===== src/rtl/rgb2gray_pkg.sv =====
// rgb2gray_pkg
//   Shared types and constants for the multi-lane RGB-to-gray converter.
//   - gray_mode_e : runtime conversion mode carried with each beat
//   - coef16_t    : one R/G/B coefficient triple at 16 fraction bits
//   - COEF_*      : the BT.601, BT.709 and average coefficient triples
//   - scale_coef / scale_triple : rescale a 16-bit-fraction coefficient to an
//     arbitrary fraction width (round-to-nearest when narrowing)
package rgb2gray_pkg;

   typedef enum logic [1:0] {
      BT601 = 2'd0,
      BT709 = 2'd1,
      AVG   = 2'd2,
      MAX   = 2'd3
   } gray_mode_e;

   typedef struct packed {
      logic [15:0] r;
      logic [15:0] g;
      logic [15:0] b;
   } coef16_t;

   // Rescaled triple; up to 32 fraction bits are supported.
   typedef struct packed {
      logic [31:0] r;
      logic [31:0] g;
      logic [31:0] b;
   } coef32_t;

   localparam int unsigned COEF_FRAC_BITS = 16;

   localparam coef16_t COEF_BT601 = '{r: 16'd19595, g: 16'd38470, b: 16'd7471};
   localparam coef16_t COEF_BT709 = '{r: 16'd13933, g: 16'd46871, b: 16'd4732};
   localparam coef16_t COEF_AVG   = '{r: 16'd21845, g: 16'd21845, b: 16'd21845};

   function automatic logic [31:0] scale_coef(input logic [15:0] c16,
                                              input int unsigned cw);
      logic [47:0] t;
      t = {32'd0, c16};
      if (cw >= COEF_FRAC_BITS) begin
         t = t << (cw - COEF_FRAC_BITS);
      end else begin
         t = (t + (48'd1 << (COEF_FRAC_BITS - 1 - cw))) >> (COEF_FRAC_BITS - cw);
      end
      return 32'(t);
   endfunction

   function automatic coef32_t scale_triple(input coef16_t c, input int unsigned cw);
      coef32_t s;
      s.r = scale_coef(c.r, cw);
      s.g = scale_coef(c.g, cw);
      s.b = scale_coef(c.b, cw);
      return s;
   endfunction

endpackage


===== src/rtl/rgb2gray_if.sv =====
// rgb2gray_if
//   Pixel-in / gray-out stream bundle for rgb2gray_pipe.
//   Input side : valid_i, red_i, green_i, blue_i, mode_i, last_i -> ready_o
//   Output side: valid_o, gray_o, last_o                          <- ready_i
//   Lane k of every packed bus sits at [k*width_p +: width_p].
//   slave  : converter view
//   master : source/sink view (pixel source and gray consumer)
interface rgb2gray_if #(
   parameter int unsigned width_p = 8,
   parameter int unsigned lanes_p = 1
);
   logic                         valid_i;
   logic [lanes_p*width_p-1:0]   red_i;
   logic [lanes_p*width_p-1:0]   green_i;
   logic [lanes_p*width_p-1:0]   blue_i;
   logic [1:0]                   mode_i;
   logic                         last_i;
   logic                         ready_o;

   logic                         valid_o;
   logic [lanes_p*width_p-1:0]   gray_o;
   logic                         last_o;
   logic                         ready_i;

   modport slave (
      input  valid_i, red_i, green_i, blue_i, mode_i, last_i, ready_i,
      output ready_o, valid_o, gray_o, last_o
   );

   modport master (
      output valid_i, red_i, green_i, blue_i, mode_i, last_i, ready_i,
      input  ready_o, valid_o, gray_o, last_o
   );
endinterface


===== src/rtl/rgb2gray_lane.sv =====
// rgb2gray_lane
//   One pixel lane of the two-stage converter datapath.
//   Stage 1: per-channel products (or, in MAX mode, the channel maximum
//            placed in the red product slot).
//   Stage 2: sum, round-to-nearest, saturate to width_p bits.
//   Ports:
//     i_clk, i_rst     clock, async active-high reset
//     i_ld1, i_ld2     stage load enables from the shared control
//     i_mode           mode of the beat entering stage 1
//     i_mode_s1        mode of the beat held in stage 1
//     i_red/green/blue lane input pixel
//     o_gray           registered gray result (stage 2)
module rgb2gray_lane
   import rgb2gray_pkg::*;
#(
   parameter int unsigned width_p      = 8,
   parameter int unsigned coef_width_p = 16
) (
   input  logic               i_clk,
   input  logic               i_rst,
   input  logic               i_ld1,
   input  logic               i_ld2,
   input  gray_mode_e         i_mode,
   input  gray_mode_e         i_mode_s1,
   input  logic [width_p-1:0] i_red,
   input  logic [width_p-1:0] i_green,
   input  logic [width_p-1:0] i_blue,
   output logic [width_p-1:0] o_gray
);

   localparam int unsigned PW = width_p + coef_width_p;
   localparam int unsigned SW = PW + 2;
   localparam int unsigned GW = SW - coef_width_p;

   localparam coef32_t C601 = scale_triple(COEF_BT601, coef_width_p);
   localparam coef32_t C709 = scale_triple(COEF_BT709, coef_width_p);
   localparam coef32_t CAVG = scale_triple(COEF_AVG, coef_width_p);

   localparam logic [SW-1:0] RND  = {{(SW-1){1'b0}}, 1'b1} << (coef_width_p - 1);
   localparam logic [GW-1:0] GMAX = {2'b00, {width_p{1'b1}}};

   logic [coef_width_p-1:0] w_cr;
   logic [coef_width_p-1:0] w_cg;
   logic [coef_width_p-1:0] w_cb;
   logic [PW-1:0]           w_prod_r;
   logic [PW-1:0]           w_prod_g;
   logic [PW-1:0]           w_prod_b;
   logic [width_p-1:0]      w_max;
   logic [SW-1:0]           w_sum;
   logic [GW-1:0]           w_shift;
   logic [width_p-1:0]      w_gray;

   logic [PW-1:0]           r_pr;
   logic [PW-1:0]           r_pg;
   logic [PW-1:0]           r_pb;
   logic [width_p-1:0]      r_gray;

   always_comb begin
      w_cr = '0;
      w_cg = '0;
      w_cb = '0;
      case (i_mode)
         BT601: begin
            w_cr = coef_width_p'(C601.r);
            w_cg = coef_width_p'(C601.g);
            w_cb = coef_width_p'(C601.b);
         end
         BT709: begin
            w_cr = coef_width_p'(C709.r);
            w_cg = coef_width_p'(C709.g);
            w_cb = coef_width_p'(C709.b);
         end
         AVG: begin
            w_cr = coef_width_p'(CAVG.r);
            w_cg = coef_width_p'(CAVG.g);
            w_cb = coef_width_p'(CAVG.b);
         end
         default: ;
      endcase
   end

   assign w_prod_r = PW'(i_red)   * PW'(w_cr);
   assign w_prod_g = PW'(i_green) * PW'(w_cg);
   assign w_prod_b = PW'(i_blue)  * PW'(w_cb);

   always_comb begin
      w_max = i_red;
      if (i_green > w_max) w_max = i_green;
      if (i_blue > w_max)  w_max = i_blue;
   end

   always_ff @(posedge i_clk or posedge i_rst) begin
      if (i_rst) begin
         r_pr <= '0;
         r_pg <= '0;
         r_pb <= '0;
      end else if (i_ld1) begin
         if (i_mode == MAX) begin
            r_pr <= PW'(w_max);
            r_pg <= '0;
            r_pb <= '0;
         end else begin
            r_pr <= w_prod_r;
            r_pg <= w_prod_g;
            r_pb <= w_prod_b;
         end
      end
   end

   assign w_sum   = SW'(r_pr) + SW'(r_pg) + SW'(r_pb) + RND;
   assign w_shift = GW'(w_sum >> coef_width_p);

   always_comb begin
      if (i_mode_s1 == MAX) begin
         w_gray = r_pr[width_p-1:0];
      end else if (w_shift > GMAX) begin
         w_gray = '1;
      end else begin
         w_gray = w_shift[width_p-1:0];
      end
   end

   always_ff @(posedge i_clk or posedge i_rst) begin
      if (i_rst) begin
         r_gray <= '0;
      end else if (i_ld2) begin
         r_gray <= w_gray;
      end
   end

   assign o_gray = r_gray;

endmodule


===== src/rtl/rgb2gray_pipe.sv =====
// rgb2gray_pipe
//   Multi-lane RGB-to-gray converter with a two-stage elastic pipeline,
//   full valid/ready backpressure and a last sideband.
//   Ports:
//     clk_i    clock
//     reset_i  async active-high reset (deassertion synchronised upstream)
//     bus      rgb2gray_if.slave: pixel input stream and gray output stream
//   Latency 2 cycles, throughput 1 beat/cycle. ready_o is a combinational
//   function of ready_i; there is no skid buffer.
module rgb2gray_pipe
   import rgb2gray_pkg::*;
#(
   parameter int unsigned width_p      = 8,
   parameter int unsigned lanes_p      = 1,
   parameter int unsigned coef_width_p = 16
) (
   input  logic        clk_i,
   input  logic        reset_i,
   rgb2gray_if.slave   bus
);

   logic                       w_ready_s1;
   logic                       w_ready_s2;
   logic                       w_ld1;
   logic                       w_ld2;
   gray_mode_e                 w_mode_in;
   logic [lanes_p*width_p-1:0] w_gray;

   logic                       r_v1;
   logic                       r_v2;
   logic                       r_last1;
   logic                       r_last2;
   gray_mode_e                 r_mode1;

   // A stage accepts when it is empty or its contents leave this edge.
   assign w_ready_s2 = ~r_v2 | bus.ready_i;
   assign w_ready_s1 = ~r_v1 | w_ready_s2;
   assign w_ld1      = bus.valid_i & w_ready_s1;
   assign w_ld2      = r_v1 & w_ready_s2;
   assign w_mode_in  = gray_mode_e'(bus.mode_i);

   always_ff @(posedge clk_i or posedge reset_i) begin
      if (reset_i) begin
         r_v1    <= 1'b0;
         r_v2    <= 1'b0;
         r_last1 <= 1'b0;
         r_last2 <= 1'b0;
         r_mode1 <= BT601;
      end else begin
         if (w_ready_s1) begin
            r_v1 <= bus.valid_i;
         end
         if (w_ld1) begin
            r_last1 <= bus.last_i;
            r_mode1 <= w_mode_in;
         end
         if (w_ready_s2) begin
            r_v2 <= r_v1;
         end
         if (w_ld2) begin
            r_last2 <= r_last1;
         end
      end
   end

   for (genvar k = 0; k < lanes_p; k++) begin : g_lane
      rgb2gray_lane #(
         .width_p      (width_p),
         .coef_width_p (coef_width_p)
      ) u_lane (
         .i_clk     (clk_i),
         .i_rst     (reset_i),
         .i_ld1     (w_ld1),
         .i_ld2     (w_ld2),
         .i_mode    (w_mode_in),
         .i_mode_s1 (r_mode1),
         .i_red     (bus.red_i[k*width_p +: width_p]),
         .i_green   (bus.green_i[k*width_p +: width_p]),
         .i_blue    (bus.blue_i[k*width_p +: width_p]),
         .o_gray    (w_gray[k*width_p +: width_p])
      );
   end

   assign bus.ready_o = w_ready_s1;
   assign bus.valid_o = r_v2;
   assign bus.last_o  = r_last2;
   assign bus.gray_o  = w_gray;

endmodule

===== src/flat_wrapper.sv =====
// flat-port wrapper written by rule: the top's interface ports become plain ports
module rgb2gray_pipe_flat import rgb2gray_pkg::*;
#(
   parameter int unsigned width_p      = 8,
   parameter int unsigned lanes_p      = 1,
   parameter int unsigned coef_width_p = 16
)
  (clk_i, reset_i, bus_valid_i, bus_red_i, bus_green_i, bus_blue_i, bus_mode_i, bus_last_i, bus_ready_i, bus_ready_o, bus_valid_o, bus_gray_o, bus_last_o);
  rgb2gray_if #(.width_p(width_p), .lanes_p(lanes_p)) bus_i ();
  input  logic clk_i;
  input  logic reset_i;
  input wire logic [$bits(bus_i.valid_i)-1:0] bus_valid_i;
  input wire logic [$bits(bus_i.red_i)-1:0] bus_red_i;
  input wire logic [$bits(bus_i.green_i)-1:0] bus_green_i;
  input wire logic [$bits(bus_i.blue_i)-1:0] bus_blue_i;
  input wire logic [$bits(bus_i.mode_i)-1:0] bus_mode_i;
  input wire logic [$bits(bus_i.last_i)-1:0] bus_last_i;
  input wire logic [$bits(bus_i.ready_i)-1:0] bus_ready_i;
  output wire logic [$bits(bus_i.ready_o)-1:0] bus_ready_o;
  output wire logic [$bits(bus_i.valid_o)-1:0] bus_valid_o;
  output wire logic [$bits(bus_i.gray_o)-1:0] bus_gray_o;
  output wire logic [$bits(bus_i.last_o)-1:0] bus_last_o;
  assign bus_i.valid_i = bus_valid_i;
  assign bus_i.red_i = bus_red_i;
  assign bus_i.green_i = bus_green_i;
  assign bus_i.blue_i = bus_blue_i;
  assign bus_i.mode_i = bus_mode_i;
  assign bus_i.last_i = bus_last_i;
  assign bus_i.ready_i = bus_ready_i;
  assign bus_ready_o = bus_i.ready_o;
  assign bus_valid_o = bus_i.valid_o;
  assign bus_gray_o = bus_i.gray_o;
  assign bus_last_o = bus_i.last_o;
  rgb2gray_pipe #(.width_p(width_p), .lanes_p(lanes_p), .coef_width_p(coef_width_p)) u_core (.clk_i(clk_i), .reset_i(reset_i), .bus(bus_i));
endmodule

===== config.mk =====
export PLATFORM = sky130hd
export DESIGN_NAME = rgb2gray_pipe_flat
export DESIGN_NICKNAME = d
export VERILOG_FILES = /design/src/rtl/rgb2gray_pkg.sv /design/src/rtl/rgb2gray_if.sv /design/src/rtl/rgb2gray_lane.sv /design/src/rtl/rgb2gray_pipe.sv /design/src/flat_wrapper.sv
export SDC_FILE = /design/constraint.sdc
export NUM_CORES = 1
export LEC_CHECK = 0
export BUFFER_PORTS_ARGS = -buffer_cell sky130_fd_sc_hd__buf_2
export CAP_MARGIN = 25
export CORE_ASPECT_RATIO = 0.6
export CORE_MARGIN = 1
export CORE_UTILIZATION = 35
export CTS_CLUSTER_SIZE = 24
export DETAILED_ROUTE_END_ITERATION = 10
export PLACE_DENSITY = 0.6
export REMOVE_ABC_BUFFERS = 1
export SETUP_SLACK_MARGIN = 0.3
export SLEW_MARGIN = 20
export SYNTH_ARGS = -nofsm -noshare
export SYNTH_HDL_FRONTEND = slang
export SYNTH_SLANG_ARGS = --single-unit

===== constraint.sdc =====
create_clock -name clk_i -period 7.5 [get_ports clk_i]
set_input_delay 1.5 -clock clk_i [delete_from_list [all_inputs] [get_ports clk_i]]
set_output_delay 1.5 -clock clk_i [all_outputs]
set_load 0.02 [all_outputs]

==> impl_metrics.env <==
export IMPL_crit_fanout=7
export IMPL_synth_edf_count=0
export IMPL_postSynthCellCount=1586
export IMPL_layout_nets=2098
export IMPL_synth_main_ff_cell="dfrtp_1"
export IMPL_use_met3=0.08797
export IMPL_core_area_um2=41080
export IMPL_fin_cells=2191
export IMPL_grt_pass1_vias=10984
export IMPL_die_y_um=161.3
export IMPL_power_leakage_nw=8.869
export IMPL_final_cell_mix="353 x inv_1, 233 x ha_1, 208 x fa_1"
export IMPL_clk_path_buf_depth=2
export IMPL_rows=57
export IMPL_path_class="input pin to flop"
export IMPL_post_cts_buffers=0
export IMPL_postPlaceCellArea_um2=15810
export IMPL_drc=0
export IMPL_busiest_layer="met1"
export IMPL_hp_class="flop to flop"
export IMPL_fin_crit_ps=6868
export IMPL_fmax_ghz=0.1456
export IMPL_drive_above_1_share=0.06139
export IMPL_use_met2=0.2540
export IMPL_antenna_found_initial=2
export IMPL_start_util=0.3604
export IMPL_finalMaxSlewViolations=0
export IMPL_place_inst=2173
export IMPL_synth_yosys_seq_area_share=0.1437
export IMPL_path_clk_slew_ps=60
export IMPL_setup_viol=0
export IMPL_hold_viol=0
export IMPL_numCtsBuffers=9
export IMPL_maxCapViolations=0
export IMPL_p_total_mw=5.157
export IMPL_relSlewSlack=0.4828
export IMPL_grt_use_met1=0.3232
export IMPL_syn_to_final_growth_pct=9.287
export IMPL_clock_skew_final_ps=9.785
export IMPL_fin_util=0.3939
export IMPL_vias=10927
export IMPL_avgSynthCellArea_um2=9.335
export IMPL_clk_latency_ps=340
export IMPL_synthesis_area_um2=14810
export IMPL_powerDensity_nw_per_um2=318.7
export IMPL_post_synth_num_cell_types=58
export IMPL_first_pass_iters=5
export IMPL_grt_use_total=0.2037
export IMPL_routabilityCongestion=0.9517
export IMPL_avgRoutedWirePerCell_um=19.45
export IMPL_overflow=0
export IMPL_worstPathArrival_ps=7070
export IMPL_ant_nets=0
export IMPL_worstSetupStartpointType="input pin"
export IMPL_die_x_um=267.5
export IMPL_crit_required_ps=7700
export IMPL_final_common_cell="inv_1"
export IMPL_peakVddDrop_uv=195.6
export IMPL_avgViaCountPerCell=4.987
export IMPL_cts_sink_count=85
export IMPL_cp_startpoint="bus_mode_i[1]"
export IMPL_hpwl_mm=37.38
export IMPL_routed_wl_mm=42.61
export IMPL_rsz0062_at_grt="false"
export IMPL_grt_pass1_wl_mm=65.54
export IMPL_tightest_slew_ps=767.7
export IMPL_n_fill_cell=4135
export IMPL_period_share=0.9157
export IMPL_yosys_warnings=0
export IMPL_status="complete, no violations"
export IMPL_tns_ps=0
export IMPL_port_buffer_count=41
export IMPL_htreeDepth=3
export IMPL_end_kind="flop"
export IMPL_min_delay_start="u_core.r_v1$_DFFE_PP0N_"
export IMPL_grt_max_degree=67
export IMPL_cts_tree="done"
export IMPL_ys_seq_elements=85
export IMPL_root_buffer="clkbuf_16"
export IMPL_ios=42
export IMPL_dieArea_um2=43160
export IMPL_async_flop_share=1.000
export IMPL_drtIter0Drc=862
export IMPL_r2r_start="u_core.g_lane[0].u_lane.r_pr[3]$_DFFE_PP0P_"
export IMPL_stdcell_area_um2=16180
Yosys cell counts (33+ instances only):
master	number	area share
inv_1	354	0.090
ha_1	235	0.20
fa_1	208	0.28
nand2_1	117	0.030
dfrtp_1	85	0.14
nor2_1	70	0.018
and2_1	53	0.022
a21oi_1	42	0.014
a22o_1	42	0.025
o21ai_0	42	0.014
xnor2_1	35	0.021
clkbuf_1	33	0.0084
per-stage QoR:
step                      hold slack [ps]  setup WS [ps]
after floorplan                     448.5          217.1
after global placement              461.5          291.3
after detailed placement            464.2          203.9
after CTS                           480.7          548.0
after global routing                512.2          299.0
final                               477.3          632.4
flip-flops by register name, indices dropped and copies added, names as in the netlist:
name	flops
u_core.g_lane.u_lane.r_pb	24
u_core.g_lane.u_lane.r_pg	24
u_core.g_lane.u_lane.r_pr	23
u_core.g_lane.u_lane.o_gray	8
u_core.r_mode1	2
u_core.bus.last_o	1
u_core.bus.valid_o	1
u_core.r_last1	1
u_core.r_v1	1
path summary, 6_finish.rpt:
| path | end | slack [ps] | cells after the start |
|---|---|---|---|
| max | u_core.g_lane[0].u_lane.r_pb[23]$_DFFE_PP0P_ | 630 | 24 |
| min | u_core.bus.valid_o$_DFFE_PP0P_ | 480 | 1 |
| max reg2reg | u_core.g_lane[0].u_lane.o_gray[1]$_DFFE_PP0P_ | 3670 | 12 |
| min reg2reg | u_core.bus.valid_o$_DFFE_PP0P_ | 480 | 1 |
| max in group asynchronous | u_core.g_lane[0].u_lane.r_pb[2]$_DFFE_PP0P_ | 5620 | 4 |
| min in group asynchronous | u_core.r_last1$_DFFE_PP0P_ | 990 | 2 |
critical path, cell delays in order:
cell and delay (ps):
buf_2 170, inv_1 140, ha_1 190, nor2_1 70, nor2_1 400, buf_4 280, nand2_1 110, fa_1 510
fa_1 500, inv_1 60, fa_1 530, inv_1 60, fa_1 560, inv_1 60, ha_1 360, a21oi_1 170
nor2b_1 60, a31oi_1 200, a21oi_1 180, a211oi_2 350, o31ai_1 150, a31o_2 250, a21oi_1 140, o31ai_1 80
what timing repair did:
action | in CTS | in global routing
hold buffers | 0 | 0
endpoints found under the setup margin | 0 | 4
resized for setup | 0 | 3
cells by family (layout without fill, tap and decap cells):
| group | count (synthesis) | count (layout) | share of synthesized area |
|---|---|---|---|
| mux | 21 | 21 | 0.01454 |
| xor+xnor | 57 | 57 | 0.03372 |
| buf+inv | 391 | 434 | 0.09930 |
| flops | 85 | 85 | 0.1437 |
| compound gates | 243 | 243 | 0.1160 |
| other cells | 0 | 2 | 0 |
| fa+ha+maj | 443 | 443 | 0.4798 |
| simple gates | 346 | 346 | 0.1129 |
cell type report:
cell class                 instances  area (µm²)  share of cell area
multi-input combinational       1110       11230              0.6943
sequential                        85        2127              0.1315
inverter                         354        1330             0.08220
tap                              560       700.7             0.04330
timing repair buffer              64       430.4             0.02660
clock buffer                       9       225.2             0.01392
clock inverter                     7       127.6            0.007887
antenna                            2       5.005           0.0003093
power breakdown:
group          switching [mW]  internal (mW)
Clock                   0.192          0.331
Sequential              0.191          0.627
Combinational            2.21           1.61
layer usage:
metal	routed length (µm)	vias to the layer above	part of all wire
met5	12	-	0.00028
met4	143	2	0.0034
met3	5017	20	0.12
met2	15210	336	0.36
met1	22220	5398	0.52
li1	-	5171	-
(Power assumes the default switching activity.)
